File: src/rtl/rhythm_pkg.sv
// ============================================================================
// Module   : rhythm_pkg
// Summary  : Shared chart-entry field layout, note/judgment/state encodings.
// Revision : 1.0 - initial release
// ============================================================================
`default_nettype none

package rhythm_pkg;

    localparam int TIME_W  = 14;
    localparam int TYPE_HI = 15;
    localparam int TYPE_LO = 14;
    localparam int TIME_HI = 13;
    localparam int TIME_LO = 0;

    localparam logic [7:0]        ADDR_LAST     = 8'd252;
    localparam logic [TIME_W-1:0] SONG_TIME_MAX = '1;
    localparam logic [9:0]        COMBO_MAX     = '1;

    typedef enum logic [1:0] {
        NOTE_TAP        = 2'b00,
        NOTE_HOLD_START = 2'b01,
        NOTE_HOLD_END   = 2'b10,
        NOTE_END        = 2'b11
    } note_type_e;

    typedef enum logic [1:0] {
        JUDGE_NONE    = 2'b00,
        JUDGE_PERFECT = 2'b01,
        JUDGE_GOOD    = 2'b10,
        JUDGE_MISS    = 2'b11
    } judge_e;

    typedef enum logic [1:0] {
        ST_IDLE = 2'b00,
        ST_PLAY = 2'b01,
        ST_HOLD = 2'b10,
        ST_DONE = 2'b11
    } state_e;

endpackage

`default_nettype wire

File: src/rtl/judge_window.sv
// ============================================================================
// Module   : judge_window
// Summary  : Combinational classification of a signed timing delta against
//            the PERFECT and GOOD windows.
// Revision : 1.0 - initial release
// ============================================================================
`default_nettype none

module judge_window
    import rhythm_pkg::*;
#(
    parameter int PERFECT_WIN = 3,
    parameter int GOOD_WIN    = 6
) (
    input  logic [TIME_W:0] delta,
    output logic            in_perfect,
    output logic            in_good,
    output logic            late
);

    localparam logic signed [TIME_W:0] c_perfect_hi = (TIME_W+1)'(PERFECT_WIN);
    localparam logic signed [TIME_W:0] c_perfect_lo = -c_perfect_hi;
    localparam logic signed [TIME_W:0] c_good_hi    = (TIME_W+1)'(GOOD_WIN);
    localparam logic signed [TIME_W:0] c_good_lo    = -c_good_hi;

    logic signed [TIME_W:0] w_delta;

    assign w_delta    = $signed(delta);
    assign in_perfect = (w_delta >= c_perfect_lo) && (w_delta <= c_perfect_hi);
    // GOOD window is inclusive of the PERFECT window.
    assign in_good    = (w_delta >= c_good_lo) && (w_delta <= c_good_hi);
    assign late       = (w_delta > c_good_hi);

endmodule

`default_nettype wire

File: src/rtl/note_judge.sv
// ============================================================================
// Module   : note_judge
// Summary  : Single-lane rhythm-game note judge for tap/hold charts.
//            Define JUDGE_SCORE_EN to enable score accumulation.
// Revision : 1.0 - initial release
// ============================================================================
`default_nettype none

module note_judge
    import rhythm_pkg::*;
#(
    parameter int PERFECT_WIN = 3,
    parameter int GOOD_WIN    = 6
) (
    input  logic        Clk,
    input  logic        Reset,
    input  logic        start,
    input  logic        frame_tick,
    input  logic        key_down,
    input  logic [15:0] key_1,
    input  logic [15:0] key_2,
    output logic [7:0]  addr,
    output logic [13:0] song_time,
    output logic        judge_valid,
    output logic [1:0]  judge_result,
    output logic [9:0]  combo,
    output logic        hold_active,
    output logic [15:0] score,
    output logic        done
);

    state_e             r_state;
    state_e             w_state_nxt;
    logic               r_key_q;
    logic [7:0]         r_addr;
    logic [TIME_W-1:0]  r_song_time;
    logic               r_judge_valid;
    judge_e             r_judge_result;
    logic [9:0]         r_combo;

    note_type_e         w_note_type;
    note_type_e         w_next_type;
    logic [TIME_W-1:0]  w_note_time;
    logic [TIME_W-1:0]  w_time_next;
    logic [TIME_W-1:0]  w_time_eval;
    logic [TIME_W:0]    w_delta;
    logic               w_press;
    logic               w_release;
    logic               w_tick_en;
    logic               w_in_perfect;
    logic               w_in_good;
    logic               w_late;
    judge_e             w_judge;
    logic [1:0]         w_addr_inc;
    logic               w_unused_key2_time;

    assign w_note_type        = note_type_e'(key_1[TYPE_HI:TYPE_LO]);
    assign w_next_type        = note_type_e'(key_2[TYPE_HI:TYPE_LO]);
    assign w_note_time        = key_1[TIME_HI:TIME_LO];
    assign w_unused_key2_time = ^key_2[TIME_HI:TIME_LO];

    assign w_press   = key_down & ~r_key_q;
    assign w_release = ~key_down & r_key_q;
    assign w_tick_en = frame_tick && ((r_state == ST_PLAY) || (r_state == ST_HOLD));

    assign w_time_next = (frame_tick && (r_song_time != SONG_TIME_MAX))
                         ? r_song_time + 14'd1 : r_song_time;

    // A press is judged against the pre-tick time; a late-miss check in PLAY
    // looks at the time this tick is about to produce.
    assign w_time_eval = ((r_state == ST_PLAY) && !w_press) ? w_time_next : r_song_time;
    assign w_delta     = {1'b0, w_time_eval} - {1'b0, w_note_time};

    judge_window #(
        .PERFECT_WIN (PERFECT_WIN),
        .GOOD_WIN    (GOOD_WIN)
    ) u_judge_window (
        .delta      (w_delta),
        .in_perfect (w_in_perfect),
        .in_good    (w_in_good),
        .late       (w_late)
    );

    always_ff @(posedge Clk or posedge Reset) begin
        if (Reset) begin
            r_state <= ST_IDLE;
        end else begin
            r_state <= w_state_nxt;
        end
    end

    always_comb begin
        w_state_nxt = r_state;
        w_judge     = JUDGE_NONE;
        w_addr_inc  = 2'd0;
        case (r_state)
            ST_IDLE: begin
                if (start) begin
                    w_state_nxt = ST_PLAY;
                end
            end
            ST_PLAY: begin
                if ((w_note_type == NOTE_END) || (r_addr == ADDR_LAST)) begin
                    w_state_nxt = ST_DONE;
                end else if (w_press) begin
                    if (w_in_good) begin
                        w_judge    = w_in_perfect ? JUDGE_PERFECT : JUDGE_GOOD;
                        w_addr_inc = 2'd1;
                        if (w_note_type == NOTE_HOLD_START) begin
                            w_state_nxt = ST_HOLD;
                        end
                    end
                end else if (frame_tick && w_late) begin
                    w_judge = JUDGE_MISS;
                    // A missed hold-start also discards its paired hold-end.
                    if ((w_note_type == NOTE_HOLD_START) && (w_next_type == NOTE_HOLD_END)) begin
                        w_addr_inc = 2'd2;
                    end else begin
                        w_addr_inc = 2'd1;
                    end
                end
            end
            ST_HOLD: begin
                if (w_release) begin
                    if (w_in_perfect) begin
                        w_judge = JUDGE_PERFECT;
                    end else if (w_in_good) begin
                        w_judge = JUDGE_GOOD;
                    end else begin
                        w_judge = JUDGE_MISS;
                    end
                    w_addr_inc  = 2'd1;
                    w_state_nxt = ST_PLAY;
                end else if (key_down && (w_delta == '0)) begin
                    w_judge     = JUDGE_PERFECT;
                    w_addr_inc  = 2'd1;
                    w_state_nxt = ST_PLAY;
                end
            end
            ST_DONE: begin
                w_state_nxt = ST_DONE;
            end
            default: begin
                w_state_nxt = ST_IDLE;
            end
        endcase
    end

    always_ff @(posedge Clk or posedge Reset) begin
        if (Reset) begin
            r_key_q        <= 1'b0;
            r_addr         <= '0;
            r_song_time    <= '0;
            r_judge_valid  <= 1'b0;
            r_judge_result <= JUDGE_NONE;
            r_combo        <= '0;
        end else begin
            r_key_q        <= key_down;
            r_judge_valid  <= (w_judge != JUDGE_NONE);
            r_judge_result <= w_judge;
            r_addr         <= r_addr + {6'd0, w_addr_inc};
            if (w_tick_en) begin
                r_song_time <= w_time_next;
            end
            if (w_judge == JUDGE_MISS) begin
                r_combo <= '0;
            end else if ((w_judge != JUDGE_NONE) && (r_combo != COMBO_MAX)) begin
                r_combo <= r_combo + 10'd1;
            end
        end
    end

`ifdef JUDGE_SCORE_EN
    logic [15:0] r_score;
    logic [16:0] w_score_sum;

    always_comb begin
        w_score_sum = {1'b0, r_score};
        if (w_judge == JUDGE_PERFECT) begin
            w_score_sum = {1'b0, r_score} + 17'd2;
        end else if (w_judge == JUDGE_GOOD) begin
            w_score_sum = {1'b0, r_score} + 17'd1;
        end
    end

    always_ff @(posedge Clk or posedge Reset) begin
        if (Reset) begin
            r_score <= '0;
        end else begin
            r_score <= w_score_sum[16] ? 16'hFFFF : w_score_sum[15:0];
        end
    end

    assign score = r_score;
`else
    assign score = 16'd0;
`endif

    assign addr         = r_addr;
    assign song_time    = r_song_time;
    assign judge_valid  = r_judge_valid;
    assign judge_result = r_judge_result;
    assign combo        = r_combo;
    assign hold_active  = (r_state == ST_HOLD);
    assign done         = (r_state == ST_DONE);

endmodule

`default_nettype wire

File: config.mk
export PLATFORM = sky130hd
export DESIGN_NAME = note_judge
export DESIGN_NICKNAME = d
export VERILOG_FILES = /design/src/rtl/rhythm_pkg.sv /design/src/rtl/judge_window.sv /design/src/rtl/note_judge.sv
export SDC_FILE = /design/constraint.sdc
export NUM_CORES = 1
export LEC_CHECK = 0
export ABC_CLOCK_PERIOD_IN_PS = 12500
export CELL_PAD_IN_SITES_DETAIL_PLACEMENT = 0
export CELL_PAD_IN_SITES_GLOBAL_PLACEMENT = 2
export CORE_ASPECT_RATIO = 0.75
export CORE_UTILIZATION = 31
export CTS_CLUSTER_SIZE = 25
export DETAILED_ROUTE_END_ITERATION = 10
export PLACE_DENSITY_LB_ADDON = 0.1
export SKIP_LAST_GASP = 1
export SLEW_MARGIN = 10
export SYNTH_ARGS = -nofsm -noshare
export SYNTH_HDL_FRONTEND = slang
export SYNTH_HIERARCHICAL = 1
export SYNTH_SLANG_ARGS = --single-unit
File: constraint.sdc
create_clock -name Clk -period 12.5 [get_ports Clk]
set_input_delay 2.5 -clock Clk [delete_from_list [all_inputs] [get_ports Clk]]
set_output_delay 2.5 -clock Clk [all_outputs]
set_load 0.02 [all_outputs]
# ---- Word level (Yosys, flattened, before mapping)
# Index checks and enable logic that the tools add are counted.
dict set report totals {
  register_bits 38
  inputBits 37
}
dict set report op_classes {
  eq_ne 15
  bitwise 4
  add_sub_neg 4
  magnitude_cmp 5
  reduce_logical 17
  n_mux 29
}
# cell count
set op_table {}
lappend op_table {{$mux W2} 18}
lappend op_table {{$mux W14} 2}
lappend op_table {{$mux W10} 2}
lappend op_table {{$ge A15 B3 Y1 const B} 1}
lappend op_table {{$ge A15 B4 Y1 const B} 1}
lappend op_table {{$gt A15 B4 Y1 const B} 1}
lappend op_table {{$le A15 B3 Y1 const B} 1}
lappend op_table {{$le A15 B4 Y1 const B} 1}
lappend op_table {{$logic_not A15 Y1} 1}
lappend op_table {{$sub A14 B14 Y15} 1}
lappend op_table {{$add A14 B1 Y14 const B} 1}
lappend op_table {{$ne A14 B14 Y1 const B} 1}
lappend op_table {{$add A10 B1 Y10 const B} 1}
lappend op_table {{$eq A2 B2 Y1 const B} 5}
lappend op_table {{$ne A10 B10 Y1 const B} 1}
lappend op_table {{$logic_and A1 B1 Y1} 9}
lappend op_table {{$ne A3 B1 Y1 const B} 3}
lappend op_table {{$add A8 B2 Y8} 1}
lappend op_table {{$eq A8 B8 Y1 const B} 1}
lappend op_table {{$pmux W2 S2} 2}
lappend op_table {{$pmux W2 S4} 1}
lappend op_table {{$reduce_and A5 Y1} 1}
lappend op_table {{$eq A2 B1 Y1 const B} 2}
lappend op_table {{$mux W1} 4}
lappend op_table {{8 further kinds} 12}

# ---- Longest topological paths before layout
dict set report logic_depth {
  depth_word 17
  depth_mapped 29
  ltp_nobuf 28
}

# ---- Hierarchy
# Netlist, hierarchy kept.
# module instances area_per_inst_um2 cells_per_inst
set modules_own_cells {}
lappend modules_own_cells {note_judge 1 3319.4 398}
lappend modules_own_cells {judge_window 1 88.8 15}

# ---- Least setup slack after synthesis
# OpenSTA, ideal clock, no wires.
dict set report synth_path {
  path_kind {input -> register}
  start {in key_down}
  end {reg r_addr[6], in the netlist addr[6]}
  arrival_ps 7266
  stages 23
  setup_ps 129
  setup_slack_ps 5104
  path_buffers 0
  cell_sequence {nand2b_1 nand2_1 nor2_1 mux2_2 fa_1 a21o_1 a221o_1 a21o_1 a221o_1 a21oi_1 nand4_1 or3_1 a22oi_1 nand3b_1 o21a_1 nor2_1 o21a_1 ha_1 inv_1 fa_1 nor2b_1 nand4_1 xnor2_1}
}
dict set report synth_via {
  elab_chain_cells 12
  word_cells_on_any_way 22
}
# element line
set synth_rtl {}
lappend synth_rtl {{start, declared} note_judge.sv:19} ;# input logic key_down,
lappend synth_rtl {{$and A1 B1 Y1 *} note_judge.sv:62} ;# assign w_press = key_down & ~r_key_q;
lappend synth_rtl {{$logic_not A1 Y1 *} note_judge.sv:71} ;# assign w_time_eval = ((r_state == ST_PLAY) && !w_press) ? w_time_next : r_song_time;
lappend synth_rtl {{$logic_and A1 B1 Y1 *} note_judge.sv:71}
lappend synth_rtl {{$mux W14 *} note_judge.sv:71}
lappend synth_rtl {{$sub A14 B14 Y15 *} note_judge.sv:72} ;# assign w_delta = {1'b0, w_time_eval} - {1'b0, w_note_time};
lappend synth_rtl {{named net w_delta[14]} note_judge.sv:46} ;# logic [TIME_W:0] w_delta;
lappend synth_rtl {{$ge A15 B4 Y1 / $le A15 B4 Y1 (equally long branches)} judge_window.sv:31} ;# assign in_good = (w_delta >= c_good_lo) && (w_delta <= c_good_hi);
lappend synth_rtl {{$logic_and A1 B1 Y1 *} judge_window.sv:31}
lappend synth_rtl {{named net w_in_good} note_judge.sv:51} ;# logic w_in_good;
lappend synth_rtl {{$mux W1 *} note_judge.sv:106} ;# if (w_in_good) begin
lappend synth_rtl {{$mux W2 *} note_judge.sv:105} ;# end else if (w_press) begin
lappend synth_rtl {{$mux W2 *} note_judge.sv:103} ;# if ((w_note_type == NOTE_END) || (r_addr == ADDR_LAST)) begin
lappend synth_rtl {{$pmux W2 S2 *} note_judge.sv:96} ;# case (r_state)
lappend synth_rtl {{$add A8 B2 Y8 *} note_judge.sv:161} ;# r_addr <= r_addr + {6'd0, w_addr_inc};
lappend synth_rtl {{end signal, assigned} note_judge.sv:161}
lappend synth_rtl {{end, declared} note_judge.sv:35} ;# logic [7:0] r_addr;
# Mark *: on every way through the listed nets, which the timed path passes. The rest lies on a longest branch.
# A chain may end at the register's enable or synchronous reset.

# ---- Final worst setup path
# Same ends and word-level chain as after synthesis.

==> reports/qor.yml <==
outcome:
  status: "finished, final reports clean"
timing:
  min_period_over_period_pct: 68.2
  max-slew-margin-rel_pct: 44.7
  drv_slew: 0
  final.setup.tns_ps: 0
  tightest_slew_ps: 824
  fin_skew_ps: 9.59
  finalCriticalPeriod_ps: 8530
  fmax_mhz: 117
  setup_violations: 0
  rsz0062_at_grt: "false"
  hold_viol_final: 0
  setup_ws_ps: 3970
synthesis:
  ys_types: 61
  syn_area_per_cell_um2: 8.25
  ys_top_cells_by_count: "nor2_1 (42), dfrtp_1 (38), inv_1 (37)"
  yosysTopAreaCell: "dfrtp_1"
  ys_ff_latch: 38
  synth_top_area_share_pct: 27.9
  synthArstFlopShare_pct: 100
  synth_ff_type: "dfrtp_1"
  yosys-top-cells-area: "dfrtp_1 (28%), ha_1 (8.1%), xor2_1 (5.4%), nor2_1 (4.6%), xnor2_1 (4.6%)"
  yosysMostFrequentCell: "nor2_1"
  synth_cells: 413
  synth_edf_count: 0
  seq_area_frac_synth_pct: 27.9
  syn_area_um2: 3410
  yosysWarnings: 6
placement:
  place_inst: 601
  finalWeightedCongestion: 0.788
  port_buffers: 59
  dpl.hpwl_um: 7050
  place_ws_ps: 3600
floorplanning:
  io_pins: 90
  die_h_um: 92.8
  dieArea_um2: 11400
  die_width_um: 123
  initial_utilization_pct: 32.5
  rows: 32
  coreArea_um2: 10500
global_route:
  grt_max_degree: 39
  grt_pass1_vias: 3048
  grt_overflow: 0
  antenna_found_initial: 0
  grt_pass1_wl_um: 15200
  grt_usage_pct: 17.0
detailed_routing:
  drt-wirelength-per-cell_um: 14.7
  drtIter0Drc: 112
  vias: 3058
  drc: 0
  ant_nets: 0
  post_drt_via_cell_ratio: 5.03
  drtPass1Iterations: 4
  wl_um: 8930
worst_setup_path:
  reg2reg_depth: 28
  start_kind: "input pin"
  r2r-start: "song_time[0]"
  slowest_delay_ps: 510
  crit_chain: "clkdlybuf4s50_1 > nand2b_1 > nand2_1 > nor2_1 > mux2_2 > fa_1 > a21o_1 > a221o_1 > a21o_1 > a311oi_1 > inv_1 > nor4_1 > nand4_1 > a22oi_1 > nand3b_1 > o21a_1 > nor2_1 > o21a_1 > ha_1 > inv_1 > fa_1 > nor2b_1 > nand4_1 > xnor2_1"
  crit_fanout: 9
  end_kind: "flip-flop"
  r2r_setup_slack_ps: 5960
  slowest_stage: "clkdlybuf4s50_1"
  timing.setup.critical_path_class: "input pin to flip-flop"
  r2r_end: "addr[6]"
  required_ps: 12660
  crit_arrival_ps: 8690
min_path:
  hold_path.class: "flip-flop to flip-flop"
  hold_path_depth: 1
  hp-start: "addr[6]"
  min_to: "addr[6]"
pwr:
  ir_worst_vdd_mv: 0.0500
  power.leakage_nw: 1.98
  p_per_area_nw_per_um2: 72.0
clock_tree:
  cts_buffer_depth: 2
  hold_buffers: 0
  cts_buffers: 5
  post_cts_buffers: 0
  cts.clk_slew.worst_paths_ps: 60
  htree_levels: 2
  cts_tree: "yes"
  ctsResizeCount: 0
  clock-sinks: 38
  clockRootBuffer: "clkbuf_16"
  clock_latency_ps: 280
layout:
  diodes: 0
  area_growth_pct: 24.3
  fin_nets: 533
  drive_gt1_share_pct: 4.45
  final_cells: 608
run:
  maxCapViolCount: 0
## worst max-delay path by stage
stage / from / slack, ps / depth (start not counted) / endpoint
final: key_down / 3970 / 24 / addr[6]
after global routing: key_down / 3180 / 26 / addr[6]
after global placement: key_down / 3620 / 24 / addr[6]
after floorplan: key_down / 5100 / 23 / addr[6]
after detailed placement: key_down / 3600 / 24 / addr[6]
after CTS: key_down / 3870 / 24 / addr[6]
## cell type report
cell class                 instances  area [µm²]
timing repair buffer              60         598
inverter                          37         139
fill                            1088        6250
tap                              136         170
multi-input combinational        330        2210
clock inverter                     1        30.0
sequential                        38         951
clock buffer                       6         139
## critical path, delay by kind of cell
family                     cells  cell delay (ps)
muxes                          1              420
and+or+nand+nor                9             1960
xor gates and xnor gates       1              140
AOI/OAI and AO/OA              7             1950
adders and majority gates      3             1000
buffers and inverters          3              680
## per-layer routing
layer  up-vias  track usage [%]  part of all wire (%)
li1       1554                -                     -
met3         4             2.83                   3.1
met5         -                0                     0
met1      1443             26.7                    57
met4         0             3.01                  0.51
met2        57             24.0                    40
## placed cells by master, fill, tap and decap left out, types with 3 or more instances in the layout
cell type	n
nor3b_1	3
a31oi_1	5
xor2_1	21
nand2b_1	4
a21boi_1	4
nand2_1	33
dfrtp_1	38
nor2b_1	6
clkbuf_16	5
o2bb2ai_1	3
a21oi_1	20
conb_1	16
ha_1	22
or3_1	4
mux2i_1	3
nand4_1	14
a21o_1	7
nor2_1	42
o21ai_0	7
xnor2_1	18
o22ai_1	4
clkdlybuf4s50_1	59
and3_1	8
nor4_1	4
or2_2	4
a211oi_1	4
nand3_1	18
inv_1	37
o21a_1	5
nor3_1	6
o211ai_1	3
and2_1	5
a221o_1	3
## flip-flops by register name, indices dropped and copies added, names as in the netlist
| name | cells |
|---|---|
| r_key_q | 1 |
| r_state | 2 |
| song_time | 14 |
| judge_valid | 1 |
| judge_result | 2 |
| combo | 10 |
| addr | 8 |
## logic make-up after synthesis
group | after synthesis | share of synthesized area, %
flops | 38 | 27.9
xor+xnor | 39 | 10.0
simple gates | 162 | 24.7
compound gates | 84 | 17.5
other cells | 1 | 0.110
fa+ha+maj | 24 | 9.25
mux | 5 | 1.54
buf+inv | 60 | 8.96
## power by group
part / internal, mW / switching, mW / total, mW
Clock: 0.0985 / 0.0485 / 0.147
Sequential: 0.123 / 0.000151 / 0.123
Combinational: 0.0139 / 0.0209 / 0.0348
Total: 0.236 / 0.0696 / 0.305
## per-stage QoR
stage	total power, mW	hold slack (ps)	cell area (µm²)	util (%)
after global placement	0.161	492	4070	38.8
after CTS	0.309	509	4240	40.4
final	0.305	505	4240	40.4
after floorplan	0.152	560	3460	-
after global routing	0.317	538	4240	40.4
after detailed placement	0.161	499	4070	38.8
No activity file was read; power rests on OpenSTA's default activity.
